`src/rtl/dlx_pipe_if.sv`:
```
// dlx_pipe_if: DLX fetch stage, owns the PC and feeds the IF/ID register from a single-outstanding imem port.
module dlx_pipe_if #(
  parameter logic [31:0] RESET_PC = 32'h0000_0000,
  parameter logic [31:0] NOP_WORD = {6'h00, 20'b0, 6'h00}
) (
  input  logic        clk,
  input  logic        rst,
  input  logic        stall,
  input  logic        dc_wait,
  input  logic        id_cond,
  input  logic [31:0] id_npc,
  input  logic        id_halt,
  input  logic        id_illegal_instr,
  output logic        imem_req,
  output logic [31:0] imem_addr,
  input  logic        imem_valid,
  input  logic [31:0] imem_rdata,
  output logic [31:0] if_id_npc,
  output logic [31:0] if_id_ir,
  output logic        if_halted
);
  typedef enum logic [1:0] {START, WAIT, HALT} state_t;
  state_t state_q, state_d;
  logic [31:0] pc_q, pc_d, imem_addr_q, imem_addr_d, if_id_ir_q, if_id_ir_d;
  logic [31:0] if_id_npc_q, if_id_npc_d, buf_ir_q, buf_ir_d;
  logic imem_req_q, imem_req_d, if_halted_q, if_halted_d, buf_v_q, buf_v_d, drop_q, drop_d;
  logic advance, got, data_ok, pend;
  always_comb begin
    advance = ~stall & ~dc_wait & (state_q != HALT);
    got = imem_req_q & imem_valid;
    data_ok = got & ~drop_q;
    pend = imem_req_q & ~imem_valid;
    state_d = state_q;
    pc_d = pc_q;
    imem_req_d = got ? 1'b0 : imem_req_q;
    imem_addr_d = imem_addr_q;
    if_id_ir_d = if_id_ir_q;
    if_id_npc_d = if_id_npc_q;
    if_halted_d = if_halted_q;
    buf_ir_d = buf_ir_q;
    buf_v_d = buf_v_q;
    drop_d = (got & drop_q) ? 1'b0 : drop_q;
    // Handshake bookkeeping runs even while frozen so a response is never lost.
    if (got & drop_q & (state_q == WAIT)) state_d = START;
    if (data_ok & ~advance & (state_q == WAIT)) begin
      buf_ir_d = imem_rdata;
      buf_v_d = 1'b1;
    end
    if (advance) begin
      if (id_halt | id_illegal_instr) begin
        if_id_ir_d = NOP_WORD;
        if_halted_d = 1'b1;
        buf_v_d = 1'b0;
        state_d = HALT;
      end else if (id_cond) begin
        pc_d = id_npc;
        if_id_ir_d = NOP_WORD;
        if_id_npc_d = id_npc;
        buf_v_d = 1'b0;
        drop_d = pend | drop_d;
        state_d = pend ? WAIT : START;
      end else if (state_q == START) begin
        imem_req_d = 1'b1;
        imem_addr_d = pc_q;
        state_d = WAIT;
      end else if (buf_v_q | data_ok) begin
        if_id_ir_d = buf_v_q ? buf_ir_q : imem_rdata;
        if_id_npc_d = pc_q + 32'd4;
        pc_d = pc_q + 32'd4;
        buf_v_d = 1'b0;
        state_d = START;
      end
    end
  end
  always_ff @(posedge clk or negedge rst) begin
    if (!rst) begin
      state_q <= START;
      pc_q <= RESET_PC;
      imem_req_q <= 1'b0;
      imem_addr_q <= RESET_PC;
      if_id_ir_q <= NOP_WORD;
      if_id_npc_q <= RESET_PC;
      if_halted_q <= 1'b0;
      buf_ir_q <= '0;
      buf_v_q <= 1'b0;
      drop_q <= 1'b0;
    end else begin
      state_q <= state_d;
      pc_q <= pc_d;
      imem_req_q <= imem_req_d;
      imem_addr_q <= imem_addr_d;
      if_id_ir_q <= if_id_ir_d;
      if_id_npc_q <= if_id_npc_d;
      if_halted_q <= if_halted_d;
      buf_ir_q <= buf_ir_d;
      buf_v_q <= buf_v_d;
      drop_q <= drop_d;
    end
  end
  assign imem_req = imem_req_q;
  assign imem_addr = imem_addr_q;
  assign if_id_ir = if_id_ir_q;
  assign if_id_npc = if_id_npc_q;
  assign if_halted = if_halted_q;
endmodule

```
`config.mk`:
```
export PLATFORM = sky130hd
export DESIGN_NAME = dlx_pipe_if
export DESIGN_NICKNAME = d
export VERILOG_FILES = /design/src/rtl/dlx_pipe_if.sv
export SDC_FILE = /design/constraint.sdc
export NUM_CORES = 1
export LEC_CHECK = 0
export BUFFER_PORTS_ARGS = -buffer_cell sky130_fd_sc_hd__clkbuf_2
export CAP_MARGIN = 20
export CELL_PAD_IN_SITES_DETAIL_PLACEMENT = 1
export CELL_PAD_IN_SITES_GLOBAL_PLACEMENT = 1
export CORE_AREA = 2 2 144 146
export CTS_BUF_LIST = sky130_fd_sc_hd__clkbuf_8
export DETAILED_ROUTE_END_ITERATION = 12
export DIE_AREA = 0 0 146 148
export PLACE_DENSITY = 0.72
export SLEW_MARGIN = 20
export SYNTH_ARGS = -nofsm -noshare
export SYNTH_HDL_FRONTEND = slang
export SYNTH_SLANG_ARGS = --single-unit
```
`constraint.sdc`:
```
create_clock -name clk -period 2.18 [get_ports clk]
set_clock_uncertainty 0.2 [all_clocks]
set_input_delay 0.109 -clock clk [delete_from_list [all_inputs] [get_ports clk]]
set_output_delay 0.109 -clock clk [all_outputs]
set_load 0.01 [all_outputs]
```
==> results of run 1 <==
[final timing paths]
check / startpoint / endpoint / cells after the start
hold reg to reg: if_halted / if_halted / 1
setup reg to reg: if_id_npc[2] / if_id_npc[29] / 6
hold / removal: id_halt / state_q[0] / 6
setup / recovery: stall / imem_addr[25] / 6
max in group asynchronous: rst / if_id_ir[27] / 4
min in group asynchronous: rst / if_id_npc[2] / 3
[cell type report]
type | count | area, um2 | share of cell area
multi-input cells | 387 | 2800 | 0.310
inverters | 2 | 7.51 | 0.000833
clock inverters | 14 | 208 | 0.0230
flip-flops and latches | 134 | 3350 | 0.372
clock buffers | 18 | 248 | 0.0275
well taps | 270 | 338 | 0.0375
repair buffers | 294 | 2060 | 0.229
[flip-flops by register name, summed over array words and instances (netlist names)]
register / cells
state_q: 2
if_halted: 1
if_id_ir: 32
drop_q: 1
imem_addr: 32
if_id_npc: 32
imem_req: 1
buf_v_q: 1
buf_ir_q: 32
[placed cells by master (no fill, tap or decap), types with 23 or more instances in the layout]
| master | instances |
|---|---|
| o21ai_0 | 46 |
| dfrtp_1 | 133 |
| nand2_1 | 54 |
| buf_4 | 44 |
| mux2_2 | 35 |
| nor2_1 | 23 |
| dlygate4sd3_1 | 74 |
| a21oi_1 | 32 |
| mux2_4 | 26 |
| clkbuf_2 | 168 |
| mux2i_1 | 41 |
[tightest hold or removal path: cells and delay by family]
family / cells / cell delay [ps]
AOI/OAI and AO/OA: 1 / 110
buffers and inverters: 2 / 210
and+or+nand+nor: 3 / 250
[per-stage QoR]
stage	total power, mW	area (um2)	cells	util
after floorplan	2.96	6310	558	-
after global placement	3.31	7810	1013	0.390
after detailed placement	3.32	7810	1013	0.390
after CTS	5.87	9010	1119	0.450
after global routing	6.05	9020	1119	0.450
final	5.80	9020	1119	0.450
[routing by layer]
| metal | vias to the layer above | share of wire |
|---|---|---|
| met2 | 149 | 0.50 |
| met4 | 0 | 0.012 |
| met3 | 17 | 0.049 |
| met1 | 2789 | 0.43 |
| li1 | 2601 | - |
| met5 | - | 0 |
[cell families (layout without fill, tap and decap cells)]
kind of cell             count (synthesis)  count (layout)  share of synthesized area
multiplexers                           107             107                      0.198
AO/OA/AOI/OAI                          132             132                      0.125
buffers and inverters                   37             328                     0.0277
AND/OR/NAND/NOR                        147             147                      0.116
flip-flops                             134             134                      0.531
adder cells (fa/ha/maj)                  1               1                    0.00198
[power by group]
group          leakage (nW)  total, mW  internal (mW)  switching, mW
Clock                 0.239       2.42           1.39           1.03
Sequential             1.83       2.67           2.58         0.0878
Combinational          2.41      0.715          0.368          0.347
Total                  4.47       5.80           4.33           1.47
[timing repair]
action	4_1_cts	5_1_grt
endpoints found under the hold margin	236	0
setup endpoints to repair	0	2
resized for setup	0	3
hold buffers	74	0
==> flow_summary.yaml, run 1 <==
pwr:
  p_leak_nw: 4.47
  p_per_area_nw_per_um2: 643
  ir_worst_vdd_mv: 0.375
synthesis:
  synth_edf_count: 0
  ys_types: 52
  postSynthCellCount: 558
  syn_area_per_cell_um2: 11.3
  async_flop_share: 1.00
  yosys_warnings: 0
  synth_area_um2: 6310
  ys_seq_area_frac: 0.531
  synthTopCellsByCount: "dfrtp_1, nand2_1, o21ai_0"
  synth_most_common_cell: "dfrtp_1"
  yosys_register_bits: 134
  synth_top_cell_by_area: "dfrtp_1"
  synth_top_flop_cell: "dfrtp_1"
  synth_area_leaders: "dfrtp_1, mux2i_1, mux2_2, mux2_4, o21ai_0"
  synth_fp_nets: 631
  synth.top_cell.area_share: 0.531
clock_network:
  root_buffer: "clkbuf_8"
  post_cts_buffers: 0
  numCtsBuffers: 17
  clk_path_buf_depth: 2
  cts_sinks: 134
  clk_pin_slew_ps: 80
  cts-htree-levels: 4
  cts_tree: "yes"
  clk_latency_ps: 450
grt:
  top_usage_layer: "met2"
  use_met3: 0.0565
  grt_overflow: 0
  grtUsageMet2: 0.346
  grt_use_met1: 0.247
  grt_usage: 0.200
  antenna_found_initial: 0
  grt_pass1_wl_um: 33800
  grt_pass1_vias: 6082
  grt_start_max_net_pins: 48
sta:
  tightest_slew_ps: 615
  finalSetupViolations: 0
  hold_viol: 0
  slew_headroom: 0.590
  fin_crit_ps: 2150
  rsz0062_at_grt: "false"
  tns_ps: 0
  fmax_mhz: 465
  setup_ws_ps: 29.5
  hold_slack_ps: 89.1
  final_max_slew_viol_count: 0
  fin_crit_sh: 0.986
worst_setup_path:
  critPathLaunchType: "input pin"
  cpPeakStageDelay_ps: 590
  end_kind: "flop"
  cp_slowest_cell: "or4_2"
  crit_arrival_ps: 2280
  crit_family: "simple AND/OR/NAND/NOR gates"
  path_cells: "dlygate4sd3_1 > clkbuf_2 > or2_2 > or4_2 > buf_12 > mux2_1"
  crit_type: "in -> reg"
  cp_num_buf_inv: 3
  r2r_setup_slack_ps: 150
  crit_required_ps: 2310
  critPathMaxFanout: 35
placement:
  gp_congestion: 0.834
  numPortBuffers: 169
  dp_hpwl_um: 13900
  dp_slack_ps: -19.3
final_layout:
  fillers: 2269
  layout-drive-gt1-share: 0.384
  syn_to_final_growth_pct: 42.8
  fin_nets: 909
  num_antenna_cells: 0
routing:
  vias_per_cell: 4.97
  wire_per_inst_um: 18.8
  postRouteAntennaNets: 0
  drt_iter0_markers: 205
  drc: 0
  firstDrtPassIters: 4
  vias: 5556
  wirelength_um: 21000
floorplanning:
  die_w_um: 146
  io_pins: 170
  row_count: 52
  die_y_um: 148
  start_util: 0.315
  die_area_um2: 21600
  coreArea_um2: 20000
outcome:
  status: "completed"
run:
  maxCapViolCount: 0
worst_hold_path:
  hold_path_class: "in -> reg"
No activity file was read; power rests on OpenSTA's default activity.
==> run 2: changes to the inputs <==
Settings changed: ABC_AREA set to 1, CORE_AREA 2 2 144 146 to 2 2 149 151, CTS_BUF_LIST sky130_fd_sc_hd__clkbuf_8 to unset, DIE_AREA 0 0 146 148 to 0 0 151 153, PLACE_DENSITY 0.72 to 0.77.
==> run 2 against run 1 <==
Sequential cell count unchanged. Combinational power down 49%. Non-clock buffer count shrank 35. Worst hold slack better by 170 ps. Final area grew 3.4%. Register-to-register slack better by 50 ps.
==> flow_summary.yaml, run 2 <==
floorplanning:
  die_area_um2: 23100
  io_pins: 170
  row_count: 54
  coreArea_um2: 21500
  start_util: 0.317
  die_w_um: 151
  die_y_um: 153
synthesis:
  ys_seq_area_frac: 0.493
  synthTopCellsByCount: "nand2_1, dfrtp_1, o21ai_0"
  synth_area_leaders: "dfrtp_1, nand2_1, o21ai_0, nor2_1, nand3_1"
  synth_area_um2: 6810
  yosys_register_bits: 134
  synth_edf_count: 0
  synth.top_cell.area_share: 0.493
  yosys_warnings: 0
  synth_top_flop_cell: "dfrtp_1"
  async_flop_share: 1.00
  syn_area_per_cell_um2: 7.36
  postSynthCellCount: 925
  synth_top_cell_by_area: "dfrtp_1"
  ys_types: 31
  synth_most_common_cell: "nand2_1"
  synth_fp_nets: 998
worst_setup_path:
  crit_arrival_ps: 2070
  path_cells: "ha_1 > nand3_1 > nor2_2 > nand3_1 > nand2_1 > nand3_1 > nand2_1 > o21ai_0"
  critPathMaxFanout: 6
  crit_type: "reg -> reg"
  cp_slowest_cell: "dfrtp_1"
  end_kind: "flop"
  crit_required_ps: 2270
  critPathLaunchType: "flop"
  cp_num_buf_inv: 0
  cpMostUsedCell: "nand3_1"
  crit_family: "simple AND/OR/NAND/NOR gates"
  cpPeakStageDelay_ps: 460
  startpoint: "if_id_npc[3]"
  r2r-start: "if_id_npc[3]"
placement:
  gp_congestion: 0.857
  place_area_um2: 7970
  dp_slack_ps: 220
  numPortBuffers: 169
  dp_hpwl_um: 15600
pwr:
  ir_worst_vdd_mv: 0.512
  fin_total_pwr_mw: 5.81
  p_per_area_nw_per_um2: 623
  p_leak_nw: 4.87
clock_network:
  clk_latency_ps: 430
  cts_sinks: 134
  cts_tree: "yes"
  clk_pin_slew_ps: 70
  cts_resized: 0
  clk_path_buf_depth: 2
  cts-htree-levels: 4
  root_buffer: "clkbuf_16"
  numCtsBuffers: 17
sta:
  tightest_slew_ps: 490
  fin_crit_ps: 1980
  rsz0062_at_grt: "false"
  final_max_slew_viol_count: 0
  tns_ps: 0
  fin_crit_sh: 0.910
  setup_ws_ps: 195
  slew_headroom: 0.672
  hold_viol: 0
  finalSetupViolations: 0
  fmax_mhz: 504
grt:
  grt_pass1_wl_um: 37700
  antenna_found_initial: 0
  grt_start_max_net_pins: 66
  grt_use_met1: 0.262
  grtUsageMet2: 0.355
  grt_pass1_vias: 7240
  use_met3: 0.0424
  grt_overflow: 0
  grt_usage: 0.208
  top_usage_layer: "met2"
routing:
  firstDrtPassIters: 4
  vias: 7024
  drc: 0
  vias_per_cell: 4.84
  wire_per_inst_um: 16.1
  wirelength_um: 23400
  drt_iter0_markers: 305
  postRouteAntennaNets: 0
run:
  maxCapViolCount: 0
worst_hold_path:
  hold_path_class: "in -> reg"
  hold_start: "id_npc[0]"
final_layout:
  post-route-util: 0.434
  mostFrequentLayoutCell: "nand2_1"
  num_antenna_cells: 0
  fin_area_um2: 9330
  syn_to_final_growth_pct: 37.0
  mostFrequentLayoutCells: "nand2_1, clkbuf_2, o21ai_0"
  layout-drive-gt1-share: 0.202
  fin_nets: 1230
outcome:
  status: "completed"
## run 2: cell types whose count changed in the layout (fill, tap and decap cells not counted), moves of 33 or more
cell,previous run,this run
nand2_1,54,326
o21ai_0,46,134
inv_1,4,82
nor2_1,23,91
nand3_1,17,65
mux2i_1,41,0
buf_4,44,10
mux2_2,35,2
## run 2: per-stage QoR
step	hold WS, ps	cells
floorplan	-387	925
global placement	-109	1344
detailed placement	-110	1344
CTS	232	1450
global route	258	1450
finish	264	1450
## run 2: worst reg2reg max path: stages, from the launching register on
cell	delay, ps
dfrtp_1	460
ha_1	280
nand3_1	220
nor2_2	300
nand3_1	110
nand2_1	80
nand3_1	70
nand2_1	70
o21ai_0	70
## run 2: area by class of cell
type	count	area, um2
Sequential cell	134	3350
Multi-Input combinational cell	662	2910
Inverter	83	312
Fill cell	2676	12200
Clock buffer	17	425
Timing Repair Buffer	259	1800
Clock inverter	15	179
Tap cell	280	350
## run 2: kinds of logic after synthesis
group                    after synthesis  synth area share
XOR/XNOR                               5           0.00643
buffers and inverters                129            0.0803
flip-flops                           134             0.493
AND/OR/NAND/NOR                      500             0.299
multiplexers                           2           0.00331
adder cells (fa/ha/maj)                1           0.00184
AO/OA/AOI/OAI                        154             0.117
## run 2: per-layer routing
metal  part of all wire  vias up
li1                   -     3387
met1               0.44     3426
met2               0.49      176
met3              0.045       35
met4              0.021        0
met5                  0        -
## run 2: where the power goes
part | switching (mW) | total, mW | leakage [nW] | internal (mW)
clock | 1.31 | 2.96 | 0.295 | 1.65
combinational | 0.188 | 0.364 | 2.78 | 0.176
sequential | 0.0000000000000000313 | 2.49 | 1.80 | 2.49
## run 2: worst paths after layout
| check | end | slack (ps) | depth (start not counted) |
|---|---|---|---|
| worst min register to register | if_halted | 280 | 2 |
| min in group asynchronous | if_id_ir[3] | 430 | 3 |
| worst max register to register | if_id_npc[16] | 200 | 8 |
| worst max-delay path | if_id_npc[16] | 200 | 8 |
| max in group asynchronous | if_id_npc[22] | 860 | 4 |
| worst min-delay path | if_id_npc[0] | 260 | 3 |
## run 2: timing repair
action,4_1_cts,5_1_grt
endpoints found under the hold margin,235,0
endpoints found under the setup margin,0,0
buffers inserted,0,0
hold buffers,74,0
